**config.mk**
```make
export PLATFORM = sky130hd
export DESIGN_NAME = fir_seq_ctrl
export DESIGN_NICKNAME = d
export VERILOG_FILES = /design/src/rtl/fir_seq_ctrl.sv
export SDC_FILE = /design/constraint.sdc
export NUM_CORES = 1
export LEC_CHECK = 0
export BUFFER_PORTS_ARGS = -buffer_cell sky130_fd_sc_hd__buf_4
export CORE_UTILIZATION = 45
export DETAILED_ROUTE_END_ITERATION = 16
export PLACE_DENSITY = 0.57
export REMOVE_ABC_BUFFERS = 1
export SKIP_LAST_GASP = 1
export SLEW_MARGIN = 30
export SYNTH_ARGS = -nofsm -noshare
export SYNTH_HDL_FRONTEND = slang
export SYNTH_SLANG_ARGS = --single-unit
```
**constraint.sdc**
```tcl
create_clock -name clk -period 24.1 [get_ports clk]
set_input_delay 3.615 -clock clk [delete_from_list [all_inputs] [get_ports clk]]
set_output_delay 3.615 -clock clk [all_outputs]
set_load 0.01 [all_outputs]
```
**src/rtl/fir_seq_ctrl.sv**
```systemverilog
// Time-multiplexed FIR controller: one shared MAC stepped over N+1 taps per sample.
// Define FIR_SEQ_SHADOW_EN for a shadow coefficient bank with a cfg_commit port.
module fir_seq_ctrl #(
  parameter  int N   = 5,
  parameter  int W_X = 8,
  parameter  int W_K = 8,
  localparam int W_A = $clog2(N+1),
  localparam int W_Y = W_X + W_K + $clog2(N+1)
) (
  input  logic                  clk,
  input  logic                  rstn,
  input  logic                  s_valid,
  output logic                  s_ready,
  input  logic signed [W_X-1:0] s_data,
  output logic                  m_valid,
  input  logic                  m_ready,
  output logic signed [W_Y-1:0] m_data,
  input  logic                  cfg_we,
  input  logic [W_A-1:0]        cfg_addr,
  input  logic signed [W_K-1:0] cfg_data,
`ifdef FIR_SEQ_SHADOW_EN
  input  logic                  cfg_commit,
`endif
  output logic                  busy
);

  localparam logic [1:0] S_IDLE = 2'd0;
  localparam logic [1:0] S_MAC  = 2'd1;
  localparam logic [1:0] S_OUT  = 2'd2;
  localparam logic [W_A-1:0] LAST = W_A'(N);

  logic [1:0]                state;
  logic signed [W_K-1:0]     k  [0:N];
  logic signed [W_X-1:0]     dl [0:N];
  logic [W_A-1:0]            head, head_nxt, idx, tap_ptr;
  logic signed [W_Y-1:0]     acc, acc_nxt;
  logic signed [W_X+W_K-1:0] prod;
  logic                      accept, cfg_hit;

  assign s_ready = (state == S_IDLE);
  assign busy    = (state == S_MAC) || (state == S_OUT);
  assign accept  = s_valid && s_ready;
  assign cfg_hit = cfg_we && (cfg_addr <= LAST);

  always_comb begin
    head_nxt = (head == LAST) ? '0 : head + 1'b1;
    // (head - idx) mod (N+1) without a divider
    if (head >= idx) tap_ptr = head - idx;
    else             tap_ptr = head + W_A'(N+1) - idx;
    prod    = k[idx] * dl[tap_ptr];
    acc_nxt = acc + W_Y'(prod);
  end

`ifdef FIR_SEQ_SHADOW_EN
  logic signed [W_K-1:0] sh [0:N];
  logic                  commit_pend, commit_go;

  assign commit_go = (cfg_commit || commit_pend) && (state == S_IDLE) && !accept;

  always_ff @(posedge clk or negedge rstn) begin
    if (!rstn) begin
      for (int unsigned i = 0; i < N+1; i++) begin
        sh[i] <= '0;
        k[i]  <= '0;
      end
      commit_pend <= 1'b0;
    end else begin
      if (cfg_hit) sh[cfg_addr] <= cfg_data;
      if (commit_go) begin
        for (int unsigned i = 0; i < N+1; i++) k[i] <= sh[i];
        commit_pend <= 1'b0;
      end else if (cfg_commit) begin
        commit_pend <= 1'b1;
      end
    end
  end
`else
  always_ff @(posedge clk or negedge rstn) begin
    if (!rstn) begin
      for (int unsigned i = 0; i < N+1; i++) k[i] <= '0;
    end else if (cfg_hit && state == S_IDLE) begin
      k[cfg_addr] <= cfg_data;
    end
  end
`endif

  always_ff @(posedge clk or negedge rstn) begin
    if (!rstn) begin
      state   <= S_IDLE;
      head    <= '0;
      idx     <= '0;
      acc     <= '0;
      m_data  <= '0;
      m_valid <= 1'b0;
      for (int unsigned i = 0; i < N+1; i++) dl[i] <= '0;
    end else begin
      case (state)
        S_IDLE: begin
          if (accept) begin
            head         <= head_nxt;
            dl[head_nxt] <= s_data;
            acc          <= '0;
            idx          <= '0;
            state        <= S_MAC;
          end
        end
        S_MAC: begin
          acc <= acc_nxt;
          idx <= idx + 1'b1;
          if (idx == LAST) begin
            m_data  <= acc_nxt;
            m_valid <= 1'b1;
            state   <= S_OUT;
          end
        end
        S_OUT: begin
          if (m_ready) begin
            m_valid <= 1'b0;
            state   <= S_IDLE;
          end
        end
        default: state <= S_IDLE;
      endcase
    end
  end

endmodule

```
# After elaboration in Yosys (flattened, before gate mapping)
# Cells that the tools add are included.
[totals] register_bits=143 out_inout_bits=22 inputBits=24
[classes] add_sub_neg=6 n_lt_le_gt_ge=8 n_reduce_logical=14 muxes=25 mul=1 bitwise=4 eq_ne=7
[ops] operator="$bwmux W48" count=2
[ops] operator="$bmux W8 S3" count=2
[ops] operator="$demux W8 S3" count=2
[ops] operator="$mux W8" count=6
[ops] operator="$pmux W19 S2" count=1
[ops] operator="$add A19 B16 Y19" count=1
[ops] operator="$mux W19" count=1
[ops] operator="$ge A4 B4 Y1 const B" count=4
[ops] operator="$mul A8 B8 Y16" count=1
[ops] operator="$not A3 Y4" count=4
[ops] operator="$mux W3" count=3
[ops] operator="$lt A4 B1 Y1 const B" count=2
[ops] operator="$add A3 B1 Y3 const B" count=2
[ops] operator="$eq A3 B3 Y1 const B" count=2
[ops] operator="$mux W2" count=3
[ops] operator="$pmux W2 S3" count=1
[ops] operator="$pmux W3 S2" count=1
[ops] operator="$reduce_and A2 Y1" count=3
[ops] operator="$reduce_and A3 Y1" count=2
[ops] operator="$sub A3 B3 Y3" count=2
[ops] operator="$logic_and A1 B1 Y1" count=5
[ops] operator="$ne A2 B1 Y1 const B" count=2
[ops] operator="$reduce_bool A2 Y1" count=2
[ops] operator="$add A3 B3 Y3 const B" count=1
[ops] operator="other kinds (9)" count=10

# Logic depth before layout (Yosys ltp)
[logic_depth] word_depth=10 mapped_depth=30 depth_no_buf=28

# Worst setup path before layout
# No wires, ideal clock.
[synth_path] kind="reg-to-reg" from="register head[0]" to="register acc[16]" required_ns=23.978 stages_incl_launch_ff=21 synth_period_minus_slack_ns=7.681 setup_ns=0.122 arrival_ns=7.560 slack_ns=16.419 path_cell_list="dfrtp_1 -> clkbuf_1 -> inv_1 -> ha_1 -> fa_1 -> buf_1 -> nand2_1 -> mux2i_4 -> a21o_2 -> nor2b_1 -> fa_1 -> fa_1 -> fa_1 -> fa_1 -> ha_1 -> ha_1 -> or4_1 -> o2111ai_1 -> a21oi_1 -> or3_1 -> a32o_1"
[synth_between] elab_chain_len=10
[synth_lines] element="start, declared" line="35" rtl="logic [W_A-1:0] head, head_nxt, idx, tap_ptr;"
[synth_lines] element="start signal, assigned" line="100" rtl="head <= head_nxt;"
[synth_lines] element="$add A3 B3 Y3" line="49" rtl="else tap_ptr = head + W_A'(N+1) - idx;"
[synth_lines] element="$sub A3 B3 Y3" line="49"
[synth_lines] element="$mux W3 *" line="48" rtl="if (head >= idx) tap_ptr = head - idx;"
[synth_lines] element="$not A3 Y4 (implied by the code) *" line="50" rtl="prod = k[idx] * dl[tap_ptr];"
[synth_lines] element="$bmux W8 S3 *" line="50"
[synth_lines] element="$mux W8 (implied by the code) * (2 in a row)" line="50"
[synth_lines] element="$mul A8 B8 Y16 *" line="50"
[synth_lines] element="$add A19 B16 Y19 *" line="51" rtl="acc_nxt = acc + W_Y'(prod);"
[synth_lines] element="$pmux W19 S2 *" line="97" rtl="case (state)"
[synth_lines] element="end signal, assigned" line="108" rtl="acc <= acc_nxt;"
[synth_lines] element="end, declared" line="36" rtl="logic signed [W_Y-1:0] acc, acc_nxt;"
# Mark *: on every way between the ends. The rest lies on a longest branch, timed or not. The select of a mux whose other input is x is not followed.
# A chain may end at the register's enable or synchronous reset.

# Worst setup path after layout
[layout_path] from="register idx[1]" to="register acc[16]"
[layout_between] elab_chain_len=9
[layout_lines] element="start, declared" line="35"
[layout_lines] element="start signal, assigned" line="109" rtl="idx <= idx + 1'b1;"
[layout_lines] element="$sub A3 B3 Y3 (tied with other cells)" line="49"
[layout_lines] element="$mux W3" line="48"
[layout_lines] element="$not A3 Y4 (implied by the code)" line="50"
[layout_lines] element="$bmux W8 S3" line="50"
[layout_lines] element="$mux W8 (implied by the code) (2 in a row)" line="50"
[layout_lines] element="$mul A8 B8 Y16 *" line="50"
[layout_lines] element="$add A19 B16 Y19 *" line="51"
[layout_lines] element="$pmux W19 S2 *" line="97"
# Marks and branches as above.

==> impl_metrics.env <==
export IMPL_end_kind="flop"
export IMPL_reg2reg_depth=24
export IMPL_ios=46
export IMPL_relSlewSlack_pct=38.1
export IMPL_n_antenna_cell=0
export IMPL_period_minus_slack_ns=7.79
export IMPL_async_reset_ff_share_pct=100
export IMPL_synth_cell_type_count=51
export IMPL_htree_levels=4
export IMPL_status="finished with violations"
export IMPL_syn_area_mm2=0.0102
export IMPL_dr_pass1_iters=11
export IMPL_cts_hold_buf=0
export IMPL_finalNetCount=1118
export IMPL_cts_setup_buffers=0
export IMPL_cp_startpoint="idx[1]$_DFFE_PN0P_"
export IMPL_cp_endpoint="acc[16]$_DFFE_PN0P_"
export IMPL_std_cell_rows=54
export IMPL_synth_top_area_share_pct=35.2
export IMPL_clk_insertion_delay_late_ns=0.44
export IMPL_path_clk_slew_ns=0.06
export IMPL_fin_ws_ns=16.31
export IMPL_port_buffers=45
export IMPL_layout_drive_gt1_share_pct=23.1
export IMPL_post_route_period_util_pct=32.3
export IMPL_routed_wl_mm=21.8
export IMPL_cts_sinks=143
export IMPL_grt_max_degree=74
export IMPL_wl_met3_um=591
export IMPL_wl_met2_mm=10.5
export IMPL_hold_path_class="reg2reg"
export IMPL_vias_per_cell=5.28
export IMPL_worstPathRequired_ns=24.41
export IMPL_die_area_mm2=0.0232
export IMPL_cp_start_kind="flop"
export IMPL_fp_dieH_um=152
export IMPL_die_w_um=152
export IMPL_drv_slew=0
export IMPL_grt_usage_pct=20.6
export IMPL_dp_slack_ns=16.34
export IMPL_antenna_found_initial=0
export IMPL_postSynthCellCount=911
export IMPL_timing_rr_end="acc[16]$_DFFE_PN0P_"
export IMPL_yosys_top_cells_area="dfrtp_1 (35%), fa_1 (17%), mux2_2 (12%), ha_1 (6.5%), inv_1 (4.0%)"
export IMPL_cts_tree="built"
export IMPL_area_delta_synth_final_pct=11.9
export IMPL_post_drt_wl_per_cell_um=17.5
export IMPL_worstMarginPinSlew_ns=0.925
export IMPL_clock_skew_ns=0.0166
export IMPL_synthTopCellsByCount="dfrtp_1 (143), inv_1 (108), mux2_2 (106)"
export IMPL_crit_arrival_ns=8.10
export IMPL_path_class="reg2reg"
export IMPL_drv_cap=0
export IMPL_synthFlopType="dfrtp_1"
export IMPL_violations="DRC"
export IMPL_met1_length_mm=10.4
export IMPL_reg2reg_from="idx[1]$_DFFE_PN0P_"
export IMPL_rrSetupSlack_ns=16.31
export IMPL_timing_fmax_ghz=0.128
export IMPL_grt_pass1_vias=6952
export IMPL_setup_violations=0
export IMPL_overflow=0
export IMPL_yosysMostFrequentCell="dfrtp_1"
export IMPL_rsz0062_at_grt="no"
export IMPL_cts_resized=0
export IMPL_cts_root_buf="clkbuf_16"
export IMPL_antenna_left=0
export IMPL_fillCellCount=1971
export IMPL_start_util_pct=46.3
export IMPL_grt_pass1_wl_mm=37.0
export IMPL_tns_ns=0
export IMPL_detail_route_iter0_violations=245
export IMPL_synth_edf_count=0
export IMPL_final_hold_violation_count=0
export IMPL_syn_area_per_cell_um2=11.2
export IMPL_ys_seq_area_share_pct=35.2
export IMPL_yosys_warnings=0
export IMPL_core_mm2=0.0220
export IMPL_ys_ff_latch=143
export IMPL_worstPathMaxFanout=17
export IMPL_routed_top_layer="met4"
export IMPL_vias=6582
export IMPL_synth_top_area_cell="dfrtp_1"
export IMPL_gp_congestion=0.818
export IMPL_drc_errors=2
export IMPL_clk_path_buf_depth=2
export IMPL_dpl_hpwl_mm=16.1
export IMPL_numCtsBuffers=17
layer usage:
layer | GRT usage [%] | vias to the layer above
li1 | - | 3125
met1 | 28.2 | 3352
met2 | 33.7 | 84
met3 | 3.58 | 21
met4 | 5.83 | 0
met5 | 0 | -
state kept, by name (all words and copies together) (netlist names):
register  count
acc          19
dl           48
head          3
idx           3
k            48
m_data       19
m_valid       1
state         2
layout make-up:
class | instances | area [um^2] | share of cell area, %
clock buffer | 20 | 467 | 4.11
clock inverter | 11 | 93.8 | 0.826
inverter | 108 | 405 | 3.57
multi-input combinational | 631 | 6060 | 53.3
sequential | 143 | 3580 | 31.5
tap | 280 | 350 | 3.08
timing repair buffer | 54 | 413 | 3.63
layout by cell type (no fill, tap or decap), drive strengths merged, types with 2 or more instances in the layout:
master	netlist	routed
or3	2	2
nor4	2	2
nand2	79	79
a211o	3	3
a31oi	2	2
clkbuf	19	20
xor2	5	5
o21ai	36	36
and3	2	2
and2	2	2
o41ai	2	2
nor2	88	88
nand3	9	9
nor2b	8	8
mux4	16	16
or2	3	3
fa	86	86
o31ai	2	2
nand2b	12	12
a21o	13	13
a21oi	27	27
a22o	7	7
inv	108	114
mux2	106	106
nand4	4	4
nor3	10	10
ha	53	53
mux2i	24	24
clkinv	0	4
dfrtp	143	143
buf	10	54
o21a	2	2
xnor2	16	16
cell families (layout without fill, tap and decap cells):
kind of cell | after synthesis | in the layout | share of synthesized area (%)
AND/OR/NAND/NOR | 224 | 224 | 9.75
multiplexers | 146 | 146 | 17.8
flip-flops | 143 | 143 | 35.2
adder cells (fa/ha/maj) | 139 | 139 | 23.5
buffers and inverters | 137 | 193 | 5.23
AO/OA/AOI/OAI | 101 | 101 | 6.58
XOR/XNOR | 21 | 21 | 1.96
metrics by stage:
stage	instance area, um^2	hold slack, ns	std cells	util (%)
2_1_floorplan	10000	0.450	882	-
3_3_place_gp	10800	0.463	1216	49.2
3_5_place_dp	10800	0.466	1216	49.2
4_1_cts	11400	0.485	1247	51.7
5_1_grt	11400	0.512	1247	51.8
6_report	11400	0.480	1247	51.8
worst max-delay path, stage by stage, from the launching register on:
cell and delay [ns]:
dfrtp_1 0.62, ha_1 0.42, inv_1 0.05, ha_1 0.19
xnor2_1 0.15, xnor2_2 0.59, nand2b_1 0.19, mux2i_4 0.44
a21oi_2 0.23, or2_1 0.28, fa_1 0.50, fa_1 0.55
inv_1 0.06, fa_1 0.50, fa_1 0.55, inv_1 0.06
fa_1 0.50, inv_1 0.04, ha_1 0.35, o21a_1 0.21
o31a_1 0.15, o2111ai_1 0.27, a21oi_1 0.15, or3_1 0.36
a32o_1 0.25
worst min-delay path by stage:
stage                                 from                endpoint  slack, ns  cells after the start
floorplan               acc[5]$_DFFE_PN0P_      acc[5]$_DFFE_PN0P_       0.45                      2
global placement     m_data[8]$_DFFE_PN0P_   m_data[8]$_DFFE_PN0P_       0.46                      2
detailed placement   m_data[8]$_DFFE_PN0P_   m_data[8]$_DFFE_PN0P_       0.47                      2
CTS                  m_data[8]$_DFFE_PN0P_   m_data[8]$_DFFE_PN0P_       0.48                      2
global route            acc[7]$_DFFE_PN0P_      acc[7]$_DFFE_PN0P_       0.51                      2
finish              m_data[14]$_DFFE_PN0P_  m_data[14]$_DFFE_PN0P_       0.48                      2
Power is left out: the tool's default activity adds up to more than one toggle a clock period on the data nets, which glitch-free logic cannot reach.
